### config.mk
export PLATFORM = sky130hd
export DESIGN_NAME = i2c_master_rw
export DESIGN_NICKNAME = d
export VERILOG_FILES = /design/src/rtl/i2c_pkg.sv /design/src/rtl/i2c_tick_gen.sv /design/src/rtl/i2c_master_rw.sv
export SDC_FILE = /design/constraint.sdc
export NUM_CORES = 1
export LEC_CHECK = 0
export CELL_PAD_IN_SITES_DETAIL_PLACEMENT = 1
export CELL_PAD_IN_SITES_GLOBAL_PLACEMENT = 2
export CORE_ASPECT_RATIO = 1.2
export CORE_UTILIZATION = 32
export CTS_BUF_LIST = sky130_fd_sc_hd__clkbuf_8
export DETAILED_ROUTE_END_ITERATION = 7
export PLACE_DENSITY = 0.89
export SETUP_SLACK_MARGIN = 0.5
export SYNTH_ARGS = -nofsm -noshare
export SYNTH_HDL_FRONTEND = slang
export SYNTH_SLANG_ARGS = --single-unit
### constraint.sdc
create_clock -name PT_CK -period 2.6 [get_ports PT_CK]
set_input_delay 0.52 -clock PT_CK [delete_from_list [all_inputs] [get_ports PT_CK]]
set_output_delay 0.52 -clock PT_CK [all_outputs]
set_load 0.01 [all_outputs]
### src/rtl/i2c_pkg.sv
// Shared I2C definitions: FSM state codes, ACK/NACK bit levels and the
// byte-count width helper used by the master's BYTE_NUM port.
package i2c_pkg;

  typedef enum logic [3:0] {
    IDLE  = 4'd0,
    START = 4'd1,
    BIT   = 4'd2,
    ACK   = 4'd3,
    STOP  = 4'd4,
    DONE  = 4'd5,
    REARM = 4'd6
  } i2c_state_e;

  localparam logic ACK_BIT  = 1'b0;
  localparam logic NACK_BIT = 1'b1;

  // Bits needed to hold a byte count in 0..max_bytes
  function automatic int unsigned byte_cnt_width(input int unsigned max_bytes);
    return $clog2(max_bytes + 1);
  endfunction

endpackage

### src/rtl/i2c_tick_gen.sv
// Quarter-phase tick generator. Emits a one-clock tick every CLK_DIV clocks
// while enabled; the count restarts from zero whenever disabled.
// Build option: I2C_CLK_STRETCH_EN freezes the count while the master
// releases SCL but a slave still holds it low.
module i2c_tick_gen #(
  parameter int unsigned CLK_DIV = 4
) (
  input  logic PT_CK,
  input  logic RESET_N,
  input  logic en,
  input  logic scl_drive,
  input  logic scl_sense,
  output logic tick
);

  localparam int unsigned CW = (CLK_DIV > 1) ? $clog2(CLK_DIV) : 1;
  localparam logic [CW-1:0] LAST = CW'(CLK_DIV - 1);

  logic [CW-1:0] cnt_q;
  logic          frozen;

`ifdef I2C_CLK_STRETCH_EN
  assign frozen = scl_drive & ~scl_sense;
`else
  logic unused_stretch;
  assign unused_stretch = scl_drive ^ scl_sense;
  assign frozen = 1'b0;
`endif

  assign tick = en & ~frozen & (cnt_q == LAST);

  // Free-running quarter-phase counter, held while stretched
  always_ff @(posedge PT_CK) begin
    if (!RESET_N) begin
      cnt_q <= '0;
    end else if (!en) begin
      cnt_q <= '0;
    end else if (!frozen) begin
      cnt_q <= (cnt_q == LAST) ? '0 : cnt_q + CW'(1);
    end
  end

endmodule

### src/rtl/i2c_master_rw.sv
// I2C read/write master. One transaction per GO request: START, address
// byte {SLAVE_ADDRESS, RW}, up to MAX_BYTES data bytes, STOP. Each SCL bit
// is four quarter-phases: q0 SCL low + SDA update, q1 SCL low, q2 SCL high
// + SDA sample (taken at the end of q2), q3 SCL high.
// Build option: I2C_CLK_STRETCH_EN enables slave clock stretching.
module i2c_master_rw
  import i2c_pkg::*;
#(
  parameter int unsigned MAX_BYTES = 4,
  parameter int unsigned CLK_DIV   = 4
) (
  input  logic                                  PT_CK,
  input  logic                                  RESET_N,
  input  logic                                  GO,
  input  logic                                  RW,
  input  logic [6:0]                            SLAVE_ADDRESS,
  input  logic [byte_cnt_width(MAX_BYTES)-1:0]  BYTE_NUM,
  input  logic [8*MAX_BYTES-1:0]                WR_DATA,
  output logic [8*MAX_BYTES-1:0]                RD_DATA,
  input  logic                                  SDAI,
  output logic                                  SDAO,
  input  logic                                  SCLI,
  output logic                                  SCLO,
  output logic                                  END_OK,
  output logic                                  ACK_OK,
  output logic                                  NACK_ERR,
  output logic [3:0]                            ST
);

  localparam int unsigned BW = byte_cnt_width(MAX_BYTES);

  i2c_state_e           state_q;
  logic [1:0]           q_q;
  logic [2:0]           bit_cnt_q;
  logic [BW-1:0]        byte_idx_q;
  logic [BW-1:0]        n_bytes_q;
  logic                 rw_q;
  logic                 addr_frame_q;
  logic [7:0]           tx_byte_q;
  logic [8*MAX_BYTES-1:0] wr_q;
  logic                 nack_q;
  logic                 sdao_q;
  logic                 sclo_q;
  logic                 end_ok_q;
  logic                 ack_ok_q;
  logic                 nack_err_q;
  logic [8*MAX_BYTES-1:0] rd_q;

  logic                 tick;
  logic                 busy;
  logic                 rd_phase;
  logic                 last_byte;
  logic [BW-1:0]        n_clamped;
  logic [BW-1:0]        nxt_idx;
  logic [7:0]           wr_byte;
  logic [8*MAX_BYTES-1:0] rd_next;

  assign busy      = (state_q == START) || (state_q == BIT) ||
                     (state_q == ACK) || (state_q == STOP);
  // Data bits of a read transaction are driven by the slave
  assign rd_phase  = rw_q & ~addr_frame_q;
  assign last_byte = (byte_idx_q == n_bytes_q - BW'(1));
  assign n_clamped = (BYTE_NUM > BW'(MAX_BYTES)) ? BW'(MAX_BYTES) : BYTE_NUM;
  assign nxt_idx   = addr_frame_q ? '0 : byte_idx_q + BW'(1);

  i2c_tick_gen #(
    .CLK_DIV (CLK_DIV)
  ) u_tick_gen (
    .PT_CK     (PT_CK),
    .RESET_N   (RESET_N),
    .en        (busy),
    .scl_drive (sclo_q),
    .scl_sense (SCLI),
    .tick      (tick)
  );

  // Select the next write byte; byte 0 sits in the MSBs
  always_comb begin
    wr_byte = '0;
    for (int i = 0; i < int'(MAX_BYTES); i++) begin
      if (nxt_idx == BW'(i)) wr_byte = wr_q[8*(int'(MAX_BYTES)-1-i) +: 8];
    end
  end

  // Read data with the current SDAI bit merged at the current byte/bit slot
  always_comb begin
    rd_next = rd_q;
    for (int i = 0; i < int'(MAX_BYTES); i++) begin
      if (byte_idx_q == BW'(i)) rd_next[8*(int'(MAX_BYTES)-1-i) + int'(bit_cnt_q)] = SDAI;
    end
  end

  // Transaction FSM with registered line drives and status
  always_ff @(posedge PT_CK) begin
    if (!RESET_N) begin
      state_q      <= IDLE;
      q_q          <= 2'd0;
      bit_cnt_q    <= 3'd0;
      byte_idx_q   <= '0;
      n_bytes_q    <= '0;
      rw_q         <= 1'b0;
      addr_frame_q <= 1'b0;
      tx_byte_q    <= 8'h00;
      wr_q         <= '0;
      nack_q       <= 1'b0;
      sdao_q       <= 1'b1;
      sclo_q       <= 1'b1;
      end_ok_q     <= 1'b1;
      ack_ok_q     <= 1'b0;
      nack_err_q   <= 1'b0;
      rd_q         <= '0;
    end else begin
      unique case (state_q)
        IDLE: begin
          if (GO) begin
            rw_q         <= RW;
            tx_byte_q    <= {SLAVE_ADDRESS, RW};
            n_bytes_q    <= n_clamped;
            wr_q         <= WR_DATA;
            ack_ok_q     <= 1'b0;
            nack_err_q   <= 1'b0;
            end_ok_q     <= 1'b0;
            addr_frame_q <= 1'b1;
            byte_idx_q   <= '0;
            q_q          <= 2'd0;
            sdao_q       <= 1'b1;
            sclo_q       <= 1'b1;
            state_q      <= START;
          end
        end
        START: begin
          if (tick) begin
            if (q_q == 2'd0) begin
              sdao_q <= 1'b0;
              q_q    <= 2'd1;
            end else begin
              state_q   <= BIT;
              q_q       <= 2'd0;
              sclo_q    <= 1'b0;
              sdao_q    <= tx_byte_q[7];
              bit_cnt_q <= 3'd7;
            end
          end
        end
        BIT: begin
          if (tick) begin
            unique case (q_q)
              2'd0: q_q <= 2'd1;
              2'd1: begin
                q_q    <= 2'd2;
                sclo_q <= 1'b1;
              end
              2'd2: begin
                q_q <= 2'd3;
                if (rd_phase) rd_q <= rd_next;
              end
              2'd3: begin
                q_q    <= 2'd0;
                sclo_q <= 1'b0;
                if (bit_cnt_q != 3'd0) begin
                  bit_cnt_q <= bit_cnt_q - 3'd1;
                  sdao_q    <= rd_phase ? 1'b1 : tx_byte_q[bit_cnt_q - 3'd1];
                end else begin
                  state_q <= ACK;
                  // Master acknowledges read bytes, NACKing the last one
                  sdao_q  <= rd_phase ? (last_byte ? NACK_BIT : ACK_BIT) : 1'b1;
                end
              end
            endcase
          end
        end
        ACK: begin
          if (tick) begin
            unique case (q_q)
              2'd0: q_q <= 2'd1;
              2'd1: begin
                q_q    <= 2'd2;
                sclo_q <= 1'b1;
              end
              2'd2: begin
                q_q    <= 2'd3;
                nack_q <= SDAI;
              end
              2'd3: begin
                q_q    <= 2'd0;
                sclo_q <= 1'b0;
                if (!rd_phase && (nack_q == NACK_BIT)) begin
                  nack_err_q <= 1'b1;
                  state_q    <= STOP;
                  sdao_q     <= 1'b0;
                end else if (addr_frame_q ? (n_bytes_q == '0) : last_byte) begin
                  state_q <= STOP;
                  sdao_q  <= 1'b0;
                end else begin
                  state_q      <= BIT;
                  addr_frame_q <= 1'b0;
                  byte_idx_q   <= nxt_idx;
                  tx_byte_q    <= wr_byte;
                  bit_cnt_q    <= 3'd7;
                  sdao_q       <= rw_q ? 1'b1 : wr_byte[7];
                end
              end
            endcase
          end
        end
        STOP: begin
          if (tick) begin
            unique case (q_q)
              2'd0: begin
                q_q    <= 2'd1;
                sclo_q <= 1'b1;
              end
              2'd1: begin
                q_q    <= 2'd2;
                sdao_q <= 1'b1;
              end
              default: begin
                q_q     <= 2'd0;
                state_q <= DONE;
              end
            endcase
          end
        end
        DONE: begin
          end_ok_q <= 1'b1;
          ack_ok_q <= ~nack_err_q;
          state_q  <= REARM;
        end
        REARM: begin
          // Wait for GO to drop so a held request cannot retrigger
          if (!GO) state_q <= IDLE;
        end
        default: state_q <= IDLE;
      endcase
    end
  end

  assign SDAO     = sdao_q;
  assign SCLO     = sclo_q;
  assign END_OK   = end_ok_q;
  assign ACK_OK   = ack_ok_q;
  assign NACK_ERR = nack_err_q;
  assign RD_DATA  = rd_q;
  assign ST       = state_q;

endmodule

**After elaboration in Yosys (flattened, before gate mapping)**

Index checks and enable logic that the tools add are counted.

- Register bits: 97
- Bits of input ports: 48
- Word-level logic and storage cells: 215

- Add/sub/neg operators: 7
- Order comparisons: 10
- Eq/ne operators: 36
- Muxes and demuxes: 105
- Bitwise operators: 6
- Reduce and logical (&&, ||, !) cells: 34

Operator list:

| cell | number |
|---|---|
| 32-bit bitwise mux | 4 |
| 32-bit 2-to-1 mux | 4 |
| 8-bit 2-to-1 mux | 9 |
| 3-bit 2-to-1 mux | 18 |
| 4-bit 2-to-1 mux | 11 |
| 1-bit 2-to-1 mux | 36 |
| 4-bit case mux with 7 select lines | 1 |
| 2-bit != test, second input constant | 11 |
| 2-bit case mux with 4 select lines | 2 |
| 8-bit case mux with 2 select lines | 1 |
| 1-bit demux with 5-bit select | 3 |
| 2-bit by 1-bit != test with 1-bit output, second input constant | 7 |
| 5-bit by 3-bit adder with 6-bit output, first input constant | 2 |
| 3-bit by 2-bit == test with 1-bit output, second input constant | 4 |
| 4-bit by 3-bit == test with 1-bit output, second input constant | 3 |
| 6-bit by 1-bit greater-or-equal comparator with 1-bit output, second input constant | 2 |
| 6-bit less-than comparator, second input constant | 2 |
| 11-bit AND reduction | 1 |
| 1-bit case mux with 2 select lines | 5 |
| 10-bit AND reduction | 1 |
| 5-bit AND reduction | 2 |
| 3-bit zero test | 3 |
| 3-bit case mux with 3 select lines | 1 |
| 9-bit AND reduction | 1 |
| 42 further kinds | 64 |

**Depth between registers and ports, before layout**

- Depth after elaboration: 13
- Gate-level depth with buffers: 10
- Gate-level depth less buffers: 7

**Cells and area by module**

A second synthesis with hierarchy kept.

- Cells, all modules: 626
- Area, all modules: 4769.6 um^2

Modules (own cells, without submodules):

| module | instances | cells an instance | area an instance (um^2) | sequential area each (um^2) |
|---|---|---|---|---|
| i2c_master_rw | 1 | 620 | 4685.7 | 1881.8 |
| i2c_tick_gen | 1 | 6 | 83.8 | 40.0 |

**Least setup slack after synthesis**

Ideal clock, no wire load.

- Kind: reg2reg
- From: reg byte_idx_q[0]
- To: reg sdao_q, in the netlist SDAO
- Library setup time: 0.129 ns
- Data arrival time: 2.194 ns
- Data required time: 2.471 ns
- Path slack: 0.277 ns
- Cell stages (with the launch flop): 10
- Buffers on the path: 2
- Cell sequence: dfxtp_1 -> clkbuf_1 -> inv_1 -> ha_1 -> buf_2 -> nor2b_1 -> o2111a_1 -> or3_1 -> o211ai_1 -> a32oi_1

- Word-level cells in the longest chain between the ends: 13
- Elaborated cells between the ends (all ways): 23
- Classes of those cells: add/sub (1); eq/ne (4); mux (17); reduce/logical (1)

Ends and longest elaborated chain:

| element | RTL line | source |
|---|---|---|
| start, declared | i2c_master_rw.sv:35 | `logic [BW-1:0] byte_idx_q;` |
| start signal, assigned | i2c_master_rw.sv:197 | `byte_idx_q <= nxt_idx;` |
| 3-bit by 1-bit adder with 3-bit output | i2c_master_rw.sv:64 | `assign nxt_idx = addr_frame_q ? '0 : byte_idx_q + BW'(1);` |
| 3-bit 2-to-1 mux | i2c_master_rw.sv:64 |  |
| 3-bit zero test | i2c_master_rw.sv:81 | `if (nxt_idx == BW'(i)) wr_byte = wr_q[8*(int'(MAX_BYTES)-1-i) +: 8];` |
| 8-bit 2-to-1 mux (4 in a row) | i2c_master_rw.sv:81 |  |
| 1-bit 2-to-1 mux | i2c_master_rw.sv:200 | `sdao_q <= rw_q ? 1'b1 : wr_byte[7];` |
| 1-bit 2-to-1 mux | i2c_master_rw.sv:191 | `end else if (addr_frame_q ? (n_bytes_q == '0) : last_byte) begin` |
| 1-bit 2-to-1 mux | i2c_master_rw.sv:187 | `if (!rd_phase && (nack_q == NACK_BIT)) begin` |
| 1-bit 2-to-1 mux | i2c_master_rw.sv:174 | `unique case (q_q)` |
| 1-bit 2-to-1 mux | i2c_master_rw.sv:173 | `if (tick) begin` |
| 1-bit case mux with 5 select lines (*) | i2c_master_rw.sv:113 | `unique case (state_q)` |
| end signal, assigned | i2c_master_rw.sv:140 | `sdao_q <= tx_byte_q[7];` |
| end signal, assigned | i2c_master_rw.sv:166 | `sdao_q <= rd_phase ? (last_byte ? NACK_BIT : ACK_BIT) : 1'b1;` |
| end signal, assigned | i2c_master_rw.sv:200 |  |
| end, declared | i2c_master_rw.sv:42 | `logic sdao_q;` |

Every way passes the cells marked *; elsewhere a longest branch is shown, timed or not. The select of a mux whose other input is x is not followed.
A chain may end at the register's enable or synchronous reset.

**Final worst setup path**

- From: reg state_q[0], in the netlist ST[0]
- To: out ST[0]

RTL lines:

| element | RTL line | source |
|---|---|---|
| start, declared | i2c_master_rw.sv:32 | `i2c_state_e state_q;` |
| start signal, assigned | i2c_master_rw.sv:96 | `state_q <= IDLE;` |
| start signal, assigned | i2c_master_rw.sv:128 | `state_q <= START;` |
| start signal, assigned | i2c_master_rw.sv:137 | `state_q <= BIT;` |
| end, declared | i2c_master_rw.sv:27 | `output logic [3:0] ST` |

No word-level cell between the ends.

==> results list <==
- Final WL: 14300 um
- Along the worst hold path, the cell count comes to 1.
- The startpoint identified for the worst register-to-register timing path is ST[1].
* Class of the most critical hold timing path: register to register
* CTS root buf: clkbuf_8
- Die boundary height: ~140 um
- Synthesis produced a netlist whose cell count is 575.
- Max-cap viol count: 0
- GRT overflow: 0
- The HPWL after detailed placement is 10400 um.
* Share of the clock period used by the worst path: 0.791
- Across all register-to-register paths, the minimum setup slack is 0.56 ns.
* Most instantiated cells after synthesis: 96 x dfxtp_1, 95 x nand2_1, 64 x a21oi_1
- In this run the horizontal extent of the chip is 115 um.
- DRC violations left: 0
- The signal on the critical path passes through buf_6, clkdlybuf4s50_1.
- The longest clock path from root to sink contains 2 buffers.
* Worst Hold Endpoint: u_tick_gen.cnt_q[0]
* Synthesis Warnings: 0
* Hold buffer count at CTS: 0
- Buffers on Ports: 86
- Summing over every cut layer, the via total after detailed routing is between 4000 and 5000.
- Worst ir drop on vdd: 0.333 mV
- Cell types with the largest area share after synthesis: dfxtp_1 39%, nand2_1 7.3%, a21oi_1 6.5%, ha_1 3.8%, o211ai_1 2.9%
- Leakage power of the design: ~2.2 nW
- For this configuration, the core starts out at a cell density of 0.328.
* Proportion of synthesized chip area in sequential cells: 0.392
- The worst setup path is of the register to output pin kind.
- The synthesized design spends more area on one cell type than any other, namely dfxtp_1.
- In this run the most critical hold path is launched from u_tick_gen.cnt_q[0].
- For this run, the detailed router's first-pass iteration total came to 4.
- Summing all multi-input logic gate instances after layout gives 2770 um2.
- Status: finished, final reports clean
- Final #Nets: 716
* Most used flip-flop cell after synthesis: dfxtp_1
- Slew headroom: 0.667
- At the end of the flow the core is filled with cells to 0.425.
* Number of max-slew violations in the final report: 0
- In this run the power density over the cells is 692 nW/um2.
- Overall die area: 15800 um2
- TritonCTS sink count: 96
- Number of antenna violations at the first check in global routing: 0
* Final Hold Violating Endpoints: 0
- Fill cells in the final layout number roughly 1800.
- The H-tree generated during clock tree synthesis spans 3 levels.
- In this run the core area contains 49 standard-cell rows.
- Max stage delay cell, worst path: clkdlybuf4s50_1
- Final non-filler cell area: between 6000 and 7000 um2
- Reg area: 1930 um2
* Clock period minus final worst setup slack: 2.06 ns
- Counting flops with an async set or reset pin after synthesis yields a share of 0.
* Boundary pin count: 89
- Overall global routing resource usage: 0.186
- The congestion estimate from routability-driven global placement came to 0.795.
- Area after DPL: between 5000 and 6000 um2
- Kind of cell with the highest combined delay on the critical path: buffers and inverters
- Number of global-route vias before repair: 4614
- Counting cells, the worst reg-to-reg path comes to 7.
- Worst slack at placement: approximately 0.13 ns
* Number of antenna diodes: 0
* First-pass GRT wire length: 22900 um
- Entering global routing, the biggest net connects 39 pins.
* Worst hold slack: around 0.45 ns
* Tightest Pin Transition: 0.498 ns
- Final setup margin: 0.545 ns
- Counting flops and latches in the post-synthesis netlist gives 96.
- Count of distinct cell types in the synthesized netlist: a little over 70
- Largest stage delay on the critical path: roughly 0.55 ns
- After clock tree synthesis, the clock-pin slew on the worst setup and hold paths is 0.10 ns.
* Fraction of final layout cells with drive strength greater than 1: 0.157
- The worst setup path is launched from a register.
- STA classifies the critical path endpoint as an output pin.
- Compared with the post-synthesis result, the final layout area differs by 29.5%.
- The count of nets left with antenna violations once routing finished came out at 0.
* Routed WL per cell: around 17 um
- The share of synthesized area in the top cell type comes to 0.392.
* Total buffers and inverters traversed by the critical path: 2
* Post-synthesis instance area: 4910 um2
- Count of endpoints failing setup in the final report: 0
* End of the worst register-to-register path: tx_byte_q[3]
- Number of DRC markers after the initial detailed-route iteration: roughly 200
- Clock buffer count from CTS: 9
- The clock reaches the later pin of the worst-skew pair after a little under 0.4 ns.
- Final-layout setup total negative slack: 0 ns
- TritonCTS built the clock tree.
- By instance count, the leading cell after synthesis is dfxtp_1.
- Via density per instance: 5.30
- Synth Area per Inst: 8.53 um2
- Timing would allow up to 487 MHz.
* Placeable core region: around 15000 um2
- Mapped Nets: 638
- Crit Path Max Fanout: 16
* CP required: 2.08 ns
- Post-synth EDFFs: 0
* Arr. time, crit path: about 1.5 ns
- Between clock sinks in the finished design, the worst skew comes to 0.00767 ns.
- Setup repair after global routing could not meet its margin everywhere.
-- area by class of cell --
| class | instances | area share |
|---|---|---|
| tap | 204 | 0.0402 |
| clock buffer | 10 | 0.0217 |
| clock inverter | 6 | 0.0104 |
| multi-input combinational | 408 | 0.437 |
| timing repair buffer | 114 | 0.173 |
| sequential | 96 | 0.304 |
| inverter | 24 | 0.0142 |
-- per-stage QoR --
stage | cells | power [mW]
final | 862 | 4.40
after global routing | 862 | 4.65
after CTS | 854 | 4.32
after detailed placement | 836 | 3.24
after global placement | 836 | 3.18
after floorplan | 575 | 2.80
-- registers in the layout, indices dropped and copies added, names as in the netlist, 2 cells and up --
register,count
q_q,2
byte_idx_q,3
n_bytes_q,3
wr_q,32
u_tick_gen.cnt_q,2
bit_cnt_q,3
tx_byte_q,8
RD_DATA,32
ST,3
-- cells by family (layout without fill, tap and decap cells) --
family / count (synthesis) / in the layout / synth area share
AOI/OAI and AO/OA: 184 / 184 / 0.263
and+or+nand+nor: 196 / 196 / 0.208
other: 1 / 1 / 0.000764
adders and majority gates: 15 / 15 / 0.0382
xor gates and xnor gates: 3 / 3 / 0.00841
muxes: 9 / 9 / 0.0237
buffers and inverters: 71 / 154 / 0.0663
DFF: 96 / 96 / 0.392
-- layer usage --
layer,global-route usage,vias to the layer above,wire length [um]
met5,0,-,0
met4,0.0844,0,369
met3,0.0268,24,444
met2,0.336,114,7350
met1,0.215,2205,6100
li1,-,2227,-
-- repair_timing --
item	CTS	global route
setup endpoints to repair	48	21
endpoints found under the hold margin	0	0
resized for setup	20	17
setup buffers	2	7
gates cloned	0	1
pin swaps	0	3
-- cell usage in the layout, fill, tap and decap left out, types with 4 or more instances in the layout --
cell,Yosys,final
o211ai_2,5,5
clkdlybuf4s50_1,0,85
o31ai_1,16,16
ha_1,15,10
buf_4,2,24
nor2_1,30,28
nand2_1,95,95
a21oi_1,64,64
nand3_1,15,15
clkbuf_8,0,10
nor3_1,7,7
mux2i_1,6,6
nand3b_1,4,4
nor4_2,4,5
dfxtp_1,96,90
o211ai_1,19,19
nand4_1,7,7
a211oi_2,2,8
a211oi_1,13,7
a2bb2oi_1,7,7
o21ai_0,23,22
dfxtp_2,0,4
nand2b_1,5,4
inv_1,23,22
o31ai_2,5,5
-- how the worst max path moves through the flow --
stage                              from            to  depth (start not counted)
final                             ST[0]         ST[0]                          2
after global routing       bit_cnt_q[0]          SDAO                          7
after CTS                         ST[1]         ST[1]                          2
after detailed placement             GO  tx_byte_q[1]                          7
after global placement               GO  tx_byte_q[7]                          7
after floorplan           byte_idx_q[0]          SDAO                          9
-- where the power goes --
part	internal (mW)	switching [mW]
Sequential	1.64	0.132
Clock	0.475	0.566
Combinational	0.685	0.894
Note: power is estimated with default switching activity, not from simulation.
